==> config.mk <==
export PLATFORM = sky130hd
export DESIGN_NAME = tx_pulse_con
export DESIGN_NICKNAME = d
export VERILOG_FILES = /design/src/rtl/tx_pulse_con.sv
export SDC_FILE = /design/constraint.sdc
export NUM_CORES = 1
export LEC_CHECK = 0
export BUFFER_PORTS_ARGS = -buffer_cell sky130_fd_sc_hd__buf_4
export CAP_MARGIN = 20
export CORE_MARGIN = 1
export CORE_UTILIZATION = 25
export DETAILED_ROUTE_END_ITERATION = 10
export GPL_TIMING_DRIVEN = 0
export MAX_ROUTING_LAYER = met4
export PLACE_DENSITY = 0.47
export SYNTH_ARGS = -nofsm -noshare
export SYNTH_HDL_FRONTEND = slang
export SYNTH_SLANG_ARGS = --single-unit
==> constraint.sdc <==
create_clock -name clk -period 4.7 [get_ports clk]
set_clock_uncertainty 0.15 [all_clocks]
set_input_delay 0.235 -clock clk [delete_from_list [all_inputs] [get_ports clk]]
set_output_delay 0.235 -clock clk [all_outputs]
set_load 0.01 [all_outputs]
==> src/rtl/tx_pulse_con.sv <==
// Transmit pulse controller.
// Holds a per-channel focusing delay table. On fire, every enabled channel
// emits a bipolar burst (PULSE_CYCLES periods, HALF_PERIOD clocks per half)
// starting after its own delay. The event always lasts T_LAST+1 cycles,
// independent of the table contents, so the receive path can be armed from done.
module tx_pulse_con #(
  parameter int NUM_CHANNELS = 16,
  parameter int DELAY_WIDTH  = 8,
  parameter int PULSE_CYCLES = 2,
  parameter int HALF_PERIOD  = 2
) (
  input  logic                            clk,
  input  logic                            reset,
  input  logic                            cfg_we,
  input  logic [$clog2(NUM_CHANNELS)-1:0] cfg_addr,
  input  logic [DELAY_WIDTH-1:0]          cfg_delay,
  input  logic [NUM_CHANNELS-1:0]         ch_mask,
  input  logic                            fire,
  input  logic                            abort,
  output logic                            busy,
  output logic                            done,
  output logic [NUM_CHANNELS-1:0]         tx_en,
  output logic [NUM_CHANNELS-1:0]         tx_p,
  output logic [NUM_CHANNELS-1:0]         tx_n
);

  localparam int PULSE_LEN = 2 * PULSE_CYCLES * HALF_PERIOD;
  localparam int T_LAST    = (1 << DELAY_WIDTH) - 1 + PULSE_LEN;
  // Wide enough for the largest delay plus a full burst, so ph never wraps.
  localparam int T_W       = $clog2(T_LAST + 1);

  typedef enum logic [1:0] {
    IDLE = 2'd0,
    RUN  = 2'd1,
    DONE = 2'd2
  } state_e;

  state_e                  state_q, state_d;
  logic [T_W-1:0]          t_q, t_d;
  logic [NUM_CHANNELS-1:0] mask_q, mask_d;
  logic                    busy_q, busy_d;
  logic                    done_q, done_d;
  logic [NUM_CHANNELS-1:0] tx_en_q, tx_en_d;
  logic [NUM_CHANNELS-1:0] tx_p_q, tx_p_d;
  logic [NUM_CHANNELS-1:0] tx_n_q, tx_n_d;

  logic [DELAY_WIDTH-1:0]  dly_tbl_q [NUM_CHANNELS];
  logic                    tbl_we;

  // Burst-window decode for the current count, one copy per channel.
  logic [NUM_CHANNELS-1:0] win_en, win_p, win_n;

  for (genvar i = 0; i < NUM_CHANNELS; i++) begin : g_ch
    logic [T_W-1:0] dly;
    logic [T_W-1:0] ph;
    logic           in_win;
    logic           odd_half;

    assign dly      = T_W'(dly_tbl_q[i]);
    assign ph       = t_q - dly;
    assign in_win   = mask_q[i] && (t_q >= dly) && (ph < T_W'(PULSE_LEN));
    assign odd_half = ((ph / T_W'(HALF_PERIOD)) % T_W'(2)) != '0;
    assign win_en[i] = in_win;
    assign win_p[i]  = in_win && !odd_half;
    assign win_n[i]  = in_win &&  odd_half;
  end

  // The table only accepts writes while idle, so a running event never
  // sees its delays change underneath it.
  assign tbl_we = (state_q == IDLE) && cfg_we && (int'(cfg_addr) < NUM_CHANNELS);

  // Delay table storage.
  always_ff @(posedge clk) begin
    // NOTE: the table is cleared on reset because a post-reset fire must
    // burst every unmasked channel at delay 0; without this, stale delays
    // would survive reset and the flops would power up undefined.
    if (reset) begin
      for (int i = 0; i < NUM_CHANNELS; i++) begin
        dly_tbl_q[i] <= '0;
      end
    end else if (tbl_we) begin
      dly_tbl_q[cfg_addr] <= cfg_delay;
    end
  end

  // State, counter, sampled mask and registered outputs.
  always_ff @(posedge clk) begin
    // NOTE: non-blocking assignments so every register updates from the
    // pre-edge values; blocking here would let later lines see new values.
    if (reset) begin
      state_q <= IDLE;
      t_q     <= '0;
      mask_q  <= '0;
      busy_q  <= 1'b0;
      done_q  <= 1'b0;
      tx_en_q <= '0;
      tx_p_q  <= '0;
      tx_n_q  <= '0;
    end else begin
      state_q <= state_d;
      t_q     <= t_d;
      mask_q  <= mask_d;
      busy_q  <= busy_d;
      done_q  <= done_d;
      tx_en_q <= tx_en_d;
      tx_p_q  <= tx_p_d;
      tx_n_q  <= tx_n_d;
    end
  end

  // Next-state and next-output logic; outputs default low each cycle.
  always_comb begin
    // NOTE: every signal gets a default before the case so no path leaves
    // it unassigned, which would otherwise infer a latch.
    state_d = state_q;
    t_d     = t_q;
    mask_d  = mask_q;
    busy_d  = 1'b0;
    done_d  = 1'b0;
    tx_en_d = '0;
    tx_p_d  = '0;
    tx_n_d  = '0;

    unique case (state_q)
      IDLE: begin
        if (fire) begin
          state_d = RUN;
          t_d     = '0;
          mask_d  = ch_mask;
          busy_d  = 1'b1;
        end
      end

      RUN: begin
        if (abort) begin
          // Outputs and busy already default low; no done on abort.
          state_d = IDLE;
        end else if (t_q == T_W'(T_LAST)) begin
          state_d = DONE;
          done_d  = 1'b1;
        end else begin
          t_d     = t_q + T_W'(1);
          busy_d  = 1'b1;
          tx_en_d = win_en;
          tx_p_d  = win_p;
          tx_n_d  = win_n;
        end
      end

      DONE: begin
        state_d = IDLE;
      end

      default: begin
        state_d = IDLE;
      end
    endcase
  end

  assign busy  = busy_q;
  assign done  = done_q;
  assign tx_en = tx_en_q;
  assign tx_p  = tx_p_q;
  assign tx_n  = tx_n_q;

endmodule

## Word level (Yosys, flattened, before mapping)

Memories as Yosys holds them, arrays and structs flattened.
Cells that the tools add are included.

- Memories kept: 1
- Output and inout bits: 50
- Register bits after elaboration: 77
- Bits in read-only memories: 0
- Word-level logic and storage cells: 175
- RAM bits: 128
- Bits in latches: 0
- Input bits: 33

Memory list:

| name | words | width | read ports | clocked after Yosys merged registers in | write ports | RTL line | RTL |
|---|---|---|---|---|---|---|---|
| dly_tbl_q | 16 | 8 | 16 | 0 | 16 | 47 | `logic [DELAY_WIDTH-1:0] dly_tbl_q [NUM_CHANNELS];` |

- Bitwise logic cells: 1
- Reductions and logical operators: 89
- Shifts and indexed selects: 0
- Multiplexer cells: 21
- Equal/unequal tests: 6
- Add/sub/neg operators: 17
- Div/mod/pow operators: 0
- Multipliers: 0
- $lt $le $gt $ge: 32

Operator list:

| kind | number |
|---|---|
| $ge A9 B8 Y1 | 16 |
| $lt A9 B4 Y1 const B | 16 |
| $sub A9 B8 Y9 | 16 |
| $logic_and A1 B1 Y1 | 65 |
| $mux W9 | 3 |
| $pmux W9 S2 | 1 |
| $logic_not A1 Y1 | 16 |
| $mux W1 | 10 |
| $add A9 B1 Y9 const B | 1 |
| $eq A9 B9 Y1 const B | 1 |
| $mux W8 | 1 |
| $reduce_or A8 Y1 | 1 |
| $mux W2 | 3 |
| $ne A2 B2 Y1 const B | 3 |
| $mux W4 | 1 |
| $pmux W2 S2 | 1 |
| $reduce_and A2 Y1 | 2 |
| $reduce_and A4 Y1 | 1 |
| $reduce_or A4 Y1 | 1 |
| $ne A3 B3 Y1 const B | 1 |
| $reduce_or A3 Y1 | 1 |
| $eq A2 B1 Y1 const B | 1 |
| $logic_not A2 Y1 | 1 |
| $pmux W1 S2 | 1 |
| 2 further kinds | 2 |

## Depth between registers and ports, before layout

Gate-level depths: netlist (run 1).

- Word-level depth: 7
- Depth in mapped cells: 10
- Mapped depth without buffers: 10

## Least setup slack after synthesis (run 1)

No wires, ideal clock.

- Path kind: register to register
- Start: reg t_q[1]
- End: reg tx_p_q[13], in the netlist tx_p[13]
- Path buffers: 0
- Setup time: 0.096 ns
- Arrival time: 3.023 ns
- Data required time: 4.454 ns
- Path slack: 1.431 ns
- Clock period less this slack: 3.269 ns
- Cell stages (with the launch flop): 10
- Cell sequence: dfxtp_1 inv_1 fa_1 nor2b_1 o211ai_1 a21oi_1 o21a_1 nor2_1 o32a_1 nor4b_1

- Word-level cells in the longest chain between the ends: 4
- Elaborated cells between the ends (all ways): 9
- Classes of those cells: 1 x add/sub; 2 x order compare; 1 x eq/ne; 5 x reduce/logical

Ends and longest elaborated chain:

| what | RTL line | RTL |
|---|---|---|
| start, declared | 39 | `logic [T_W-1:0] t_q, t_d;` |
| start signal, assigned | 101 | `t_q <= t_d;` |
| $sub A9 B8 Y9 / $ge A9 B8 Y1 (equally long branches) | 60, 61 |  |
| $lt A9 B4 Y1 / $logic_and A1 B1 Y1 (equally long branches) | 61 | `assign in_win = mask_q[i] && (t_q >= dly) && (ph < T_W'(PULSE_LEN));` |
| $logic_and A1 B1 Y1 | 61 |  |
| $logic_and A1 B1 Y1 | 64 | `assign win_p[i] = in_win && !odd_half;` |
| end signal, assigned | 106 | `tx_p_q <= tx_p_d;` |
| end, declared | 44 | `logic [NUM_CHANNELS-1:0] tx_p_q, tx_p_d;` |

Parallel ways exist; a longest one is shown, timed or not.
A chain may end at the register's enable or synchronous reset.

## Final worst setup path (run 1)

- Start: reg t_q[8]
- End: reg tx_p_q[4], in the netlist tx_p[4]

Same word-level chain as after synthesis.

==> results of run 1 <==
## report_power, final
part | internal [mW] | leakage, nW | switching (mW)
clock | 1.40 | 0.476 | 0.875
sequential | 1.96 | 1.94 | 0.0251
combinational | 0.164 | 4.37 | 0.261
## metrics by stage
stage / instances / TNS [ns] / power, mW / utilization, % / cell area (um2)
after global routing: 2218 / 0 / 4.87 / 30.9 / 16000
after floorplan: 1375 / 0 / 2.27 / - / 13200
final: 2219 / 0 / 4.69 / 30.9 / 16000
after detailed placement: 2139 / 0 / 2.43 / 28.4 / 14700
after global placement: 2137 / -20.53 / 2.42 / 28.3 / 14700
after CTS: 2217 / 0 / 4.75 / 30.8 / 15900
## state kept, by name, indices dropped and copies added (netlist names)
signal,flops
dly_tbl_q,128
done,1
mask_q,16
t_q,9
tx_n,16
tx_en,16
tx_p,16
state_q,2
busy,1
## area by class of cell
type	instances	area, um2
well taps	680	851
fillers	5352	35700
clock buffers	35	747
diodes	1	2.50
flip-flops and latches	205	5390
repair buffers	111	951
clock inverters	17	231
inverters	154	578
multi-input cells	992	7130
plain buffers	24	95.1
## kinds of logic after synthesis
| family | Yosys count | synth area share, % |
|---|---|---|
| simple gates | 505 | 21.0 |
| compound gates | 300 | 15.5 |
| flops | 205 | 40.8 |
| buf+inv | 178 | 5.10 |
| fa+ha+maj | 145 | 14.7 |
| xor+xnor | 32 | 2.13 |
| mux | 10 | 0.778 |
## path summary, 6_finish.rpt
check,start,end,slack [ns]
worst max-delay path,t_q[8],tx_p[4],0.71
worst min-delay path,cfg_addr[1],dly_tbl_q[0][0],0.12
worst max register to register,t_q[8],tx_p[4],0.71
worst min register to register,mask_q[9],mask_q[9],0.30
## metal layers
| layer | up-vias | wire [um] | share of wire, % | global-route usage (%) |
|---|---|---|---|---|
| li1 | 5161 | - | - | - |
| met1 | 5028 | 18700 | 46 | 19.9 |
| met2 | 234 | 19000 | 47 | 25.5 |
| met3 | 57 | 2010 | 5.0 | 2.20 |
| met4 | 0 | 851 | 2.1 | 4.09 |
| met5 | - | 0 | 0 | - |
## timing repair
action / in CTS / in global routing
endpoints found under the hold margin: 69 / 0
setup endpoints to repair: 0 / 0
hold buffers: 26 / 0
resized for setup: 0 / 0
## worst max-delay path: cells and delay by family (launching register included)
| family | cells | cell delay, ns |
|---|---|---|
| AND/OR/NAND/NOR | 3 | 0.66 |
| AO/OA/AOI/OAI | 1 | 0.08 |
| buffers and inverters | 4 | 2.65 |
| flip-flops | 1 | 0.30 |
## synth_stat cells (18+ instances only)
library cell  count  share of area, %
inv_1           153               4.4
and2_1          138               6.5
ha_1            129                12
edfxtp_1        128                29
nor2_1          101               2.9
dfxtp_1          77                12
a21oi_1          76               2.9
nand2_1          71               2.0
o21ai_0          57               2.2
nor2b_1          41               1.9
a21o_1           24               1.4
nor3_1           24              0.91
clkbuf_1         22              0.63
nand2b_1         22               1.0
or2_2            20              0.95
nand3_1          18              0.68
==> impl_metrics.json, run 1 <==
{
  "rows": 83,
  "grt_pass1_wl_um": 60600,
  "layout_common_cells": "inv_1, and2_1, ha_1",
  "track_usage_pct": 15.5,
  "cts.htree.levels": 1,
  "crit_top_cell": "clkbuf_1",
  "yosysSeqAreaShare_pct": 40.8,
  "critPathMaxFanout": 10,
  "cts_sinks": 205,
  "maxCapViolations": 0,
  "cp-end-kind": "flop",
  "status": "complete, no violations",
  "final-hold-violation-count": 0,
  "antenna_found_initial": 1,
  "dr.pass1.iters": 5,
  "async_flop_share_pct": 0,
  "first_global_vias": 10000,
  "ys_ff_latch": 205,
  "fmax_mhz": 251,
  "syn-instance-count": 1375,
  "maxSlewHeadroom_pct": 25.8,
  "final_layout_size_suffix_gt1_share_pct": 11.2,
  "cpPeakStageDelay_ns": 0.78,
  "min_path_cells": 3,
  "fin_crit_sh_pct": 84.9,
  "dp_hpwl_um": 27200,
  "synth.distinct_cells": 78,
  "cts_buffer_depth": 3,
  "post_cts_buffers": 0,
  "wl_um": 40600,
  "cpMaxStageDelayCell": "clkbuf_1",
  "mostFrequentLayoutCell": "inv_1",
  "slew_viol_final": 0,
  "start_util_pct": 25.5,
  "cts_root_buffer": "clkbuf_16",
  "synth_area_um2": 13200,
  "rsz0062_at_grt": "no",
  "syn_avg_cell_area_um2": 9.59,
  "crit_required_ns": 4.99,
  "worstSetupPathType": "flop to flop",
  "dr_total_vias": 10500,
  "leakage_nw": 6.79,
  "gp_congestion": 0.825,
  "crit_arrival_ns": 4.28,
  "worst_pin_slew_ns": 1.10,
  "routedWlPerCell_um": 18.3,
  "synth_fp_nets": 1553,
  "die_area_um2": 53700,
  "pre_cts_slack_ns": 0.545,
  "synth_flop_cell": "edfxtp_1",
  "grt_max_degree": 22,
  "die_w_um": 232,
  "clkTransAtPathRegs_ns": 0.06,
  "route.detailed.drc": 0,
  "io_pins": 83,
  "hp-class": "input pin to flop",
  "hold_ws_ns": 0.120,
  "drtIter0Drc": 665,
  "rr_worst_depth": 8,
  "numCtsBuffers": 28,
  "cts_tree": "done",
  "core_area_um2": 51700,
  "crit_chain": "clkbuf_1, clkbuf_1, clkbuf_1, buf_2, nand3b_1, o21ai_0, nor3_1, nor3_1",
  "vdd_drop_max_mv": 0.266,
  "fin_ws_ns": 0.712,
  "finalSetupViolCount": 0,
  "synth-edff-count": 128,
  "yosys_warnings": 0,
  "ant_nets": 0,
  "critPathLaunchType": "flop",
  "viasPerCell": 4.72,
  "clk_latency_ns": 0.58,
  "syn2layout_area_growth_pct": 21.2,
  "die_y_um": 232,
  "power_density_nw_per_um2": 294,
  "finalCriticalPeriod_ns": 3.99,
  "grt-ovfl-total": 0,
  "nets": 1694,
  "portBuffers": 82
}
Power figures use the tool's default switching activity.
==> run 2: changes to the inputs <==
--- a/config.mk
+++ b/config.mk
@@ -5,6 +5,7 @@
 export SDC_FILE = /design/constraint.sdc
 export NUM_CORES = 1
 export LEC_CHECK = 0
+export ABC_AREA = 1
 export BUFFER_PORTS_ARGS = -buffer_cell sky130_fd_sc_hd__buf_4
 export CAP_MARGIN = 20
 export CORE_MARGIN = 1
==> constraint.sdc (replaced) <==
create_clock -name clk -period 4 [get_ports clk]
set_clock_uncertainty 0.15 [all_clocks]
set_input_delay 0.2 -clock clk [delete_from_list [all_inputs] [get_ports clk]]
set_output_delay 0.2 -clock clk [all_outputs]
set_load 0.01 [all_outputs]
==> impl_metrics.json, run 2 <==
{
  "synth.distinct_cells": 38,
  "worst_pin_slew_ns": 1.07,
  "cts_tree": "done",
  "drtIter0Drc": 619,
  "route.detailed.drc": 0,
  "rrSetupSlack_ns": 0.78,
  "hp-class": "input pin to flop",
  "fin_crit_sh_pct": 80.5,
  "routedWlPerCell_um": 14.9,
  "antenna_found_initial": 0,
  "syn-instance-count": 1988,
  "yosys_warnings": 0,
  "fmax_mhz": 310,
  "die_y_um": 240,
  "cp.depth": 12,
  "worstSetupPathType": "flop to flop",
  "hold_ws_ns": -0.0142,
  "power_density_nw_per_um2": 325,
  "antennaDiodeCount": 0,
  "synthSimpleGateAreaFrac_pct": 32.5,
  "syn_avg_cell_area_um2": 7.14,
  "crit_arrival_ns": 3.56,
  "regMostFlops": "dly_tbl_q",
  "crit_top_cell": "nand2_1",
  "dp_hpwl_um": 31100,
  "viasPerCell": 4.36,
  "crit_chain": "inv_2, buf_12, fa_1, o21ai_1, nand3_1, nand2_1, nand2_1, nand2_1, inv_1, nor2_1, nand3_1, nor2_1",
  "synth.area.mux_share_pct": 0,
  "maxCapViolations": 0,
  "cts_sinks": 205,
  "cpMaxStageDelayCell": "dfxtp_2",
  "finalCriticalPeriod_ns": 3.22,
  "critPathTopFamily": "flip-flops",
  "die_w_um": 240,
  "status": "complete, but fails checks",
  "cts_buffer_depth": 3,
  "ys_ff_latch": 205,
  "portBuffers": 81,
  "synth_flop_cell": "edfxtp_1",
  "r2r-end": "tx_p[5]",
  "finalSetupViolCount": 0,
  "gp_congestion": 0.869,
  "async_flop_share_pct": 0,
  "largest_reg_flops": 128,
  "final_layout_size_suffix_gt1_share_pct": 7.85,
  "slew_viol_final": 0,
  "maxSlewHeadroom_pct": 28.3,
  "yosysSeqAreaShare_pct": 37.9,
  "first_global_vias": 11700,
  "nets": 2311,
  "finalNonFillerCells": 2900,
  "netlist.area_leader.share_pct": 27.1,
  "synth_common_cells": "nand2_1, inv_1, nor2_1",
  "grt_max_degree": 21,
  "critPathLaunchType": "flop",
  "rr_worst_depth": 12,
  "die_area_um2": 57800,
  "core_area_um2": 55600,
  "grt_pass1_wl_um": 65600,
  "synth_top_family_by_area": "simple AND/OR/NAND/NOR gates",
  "cts.htree.levels": 1,
  "leakage_nw": 8.85,
  "yosys.area.top_type": "edfxtp_1",
  "start_util_pct": 25.5,
  "crit_required_ns": 4.34,
  "cpPeakStageDelay_ns": 0.90,
  "syn2layout_area_growth_pct": 20.7,
  "dr_total_vias": 12700,
  "io_pins": 83,
  "crit_start": "t_q[1]",
  "synthAdderAreaFrac_pct": 13.6,
  "synth_area_um2": 14200,
  "wl_um": 43100,
  "synth-edff-count": 128,
  "violations": "negative hold slack",
  "critPathMaxFanout": 20,
  "rsz0062_at_grt": "no",
  "rows": 86,
  "numCtsBuffers": 27,
  "synth.most_common_cell": "nand2_1",
  "dr.pass1.iters": 5,
  "dp_cells": 2825,
  "post_cts_buffers": 0,
  "track_usage_pct": 15.4,
  "cts_root_buffer": "clkbuf_16",
  "fin_util_pct": 30.8,
  "synth_fp_nets": 2166,
  "layout_common_cells": "nand2_1, inv_1, nor2_1",
  "clk_latency_ns": 0.56,
  "yosys-top-cells-area": "edfxtp_1, nand2_1, ha_1",
  "synth_xor_area_share_pct": 0.247,
  "final-hold-violation-count": 6,
  "r2r-start": "t_q[1]",
  "ant_nets": 0,
  "endpoint": "tx_p[5]",
  "critical_path_buf_inv_count": 3,
  "synth-compound-area-share_pct": 5.30,
  "grt-ovfl-total": 0,
  "mostFrequentLayoutCell": "nand2_1",
  "cp-end-kind": "flop",
  "clkTransAtPathRegs_ns": 0.06,
  "vdd_drop_max_mv": 0.299
}
[run 2: changes by cell type after synthesis, sizes merged, moves of 15 or more]
cell    delta
a211oi    -15
a21o      -21
and2     -136
inv      +213
nand2    +508
nand2b    -22
nand3    +109
nand4     +24
nor2     +236
nor2b     -41
nor3      -16
o21ai     -35
xnor2     -16
[run 2: worst reg2reg max path, cell delays in order, from the launching register on]
cell,delay (ns)
dfxtp_2,0.90
inv_2,0.38
buf_12,0.28
fa_1,0.43
o21ai_1,0.28
nand3_1,0.15
nand2_1,0.08
nand2_1,0.04
nand2_1,0.06
inv_1,0.04
nor2_1,0.09
nand3_1,0.15
nor2_1,0.12
[run 2: where the power goes]
part	internal, mW	switching [mW]
Clock	1.69	0.976
Combinational	0.196	0.384
Sequential	2.31	0.0272
[run 2: worst min-delay path by stage]
stage | cells after the start | from | endpoint | slack [ns]
global placement | 3 | ch_mask[6] | mask_q[6] | 0.28
detailed placement | 3 | ch_mask[6] | mask_q[6] | 0.28
CTS | 3 | cfg_delay[1] | dly_tbl_q[15][1] | 0.01
floorplan | 1 | abort | done | 0.13
global route | 3 | cfg_delay[1] | dly_tbl_q[0][1] | 0.006
finish | 3 | cfg_delay[1] | dly_tbl_q[0][1] | -0.01
[run 2: area by class of cell]
type                    instances  area, um2
plain buffers                  20       95.1
inverters                     366       1380
clock inverters                11        230
flip-flops and latches        205       5390
repair buffers                116       1050
fillers                      5991      38500
well taps                     748        936
multi-input cells            1397       7340
clock buffers                  37        713
[run 2: logic make-up (layout without fill, tap and decap cells)]
group                      after synthesis  in the layout
and+or+nand+nor                       1112           1112
buffers and inverters                  386            550
DFF                                    205            205
adders and majority gates              145            145
AOI/OAI and AO/OA                      136            136
xor gates and xnor gates                 4              4
[run 2: timing repair]
item | CTS | global route
gates resized for setup | 0 | 0
hold buffers | 27 | 0
hold endpoints to repair | 32 | 0
[run 2: stage by stage]
step	total power [mW]	instance area (um2)	hold slack (ns)	setup slack [ns]	setup TNS [ns]
floorplan	2.74	14200	0.129	1.17	0
global placement	2.93	15700	0.278	-0.937	-35.65
detailed placement	2.94	15900	0.278	0.723	0
CTS	5.67	17100	0.0133	0.701	0
global route	5.82	17100	0.00623	0.442	0
finish	5.58	17100	-0.0142	0.778	0
[run 2: per-layer routing]
metal | up-vias | routed length, um | GRT usage (%) | share of wire (%)
met5 | - | 0 | - | 0
met4 | 0 | 1100 | 4.38 | 2.6
met3 | 66 | 1900 | 1.99 | 4.4
met2 | 235 | 20100 | 25.8 | 47
met1 | 5777 | 19900 | 19.5 | 46
li1 | 6573 | - | - | -
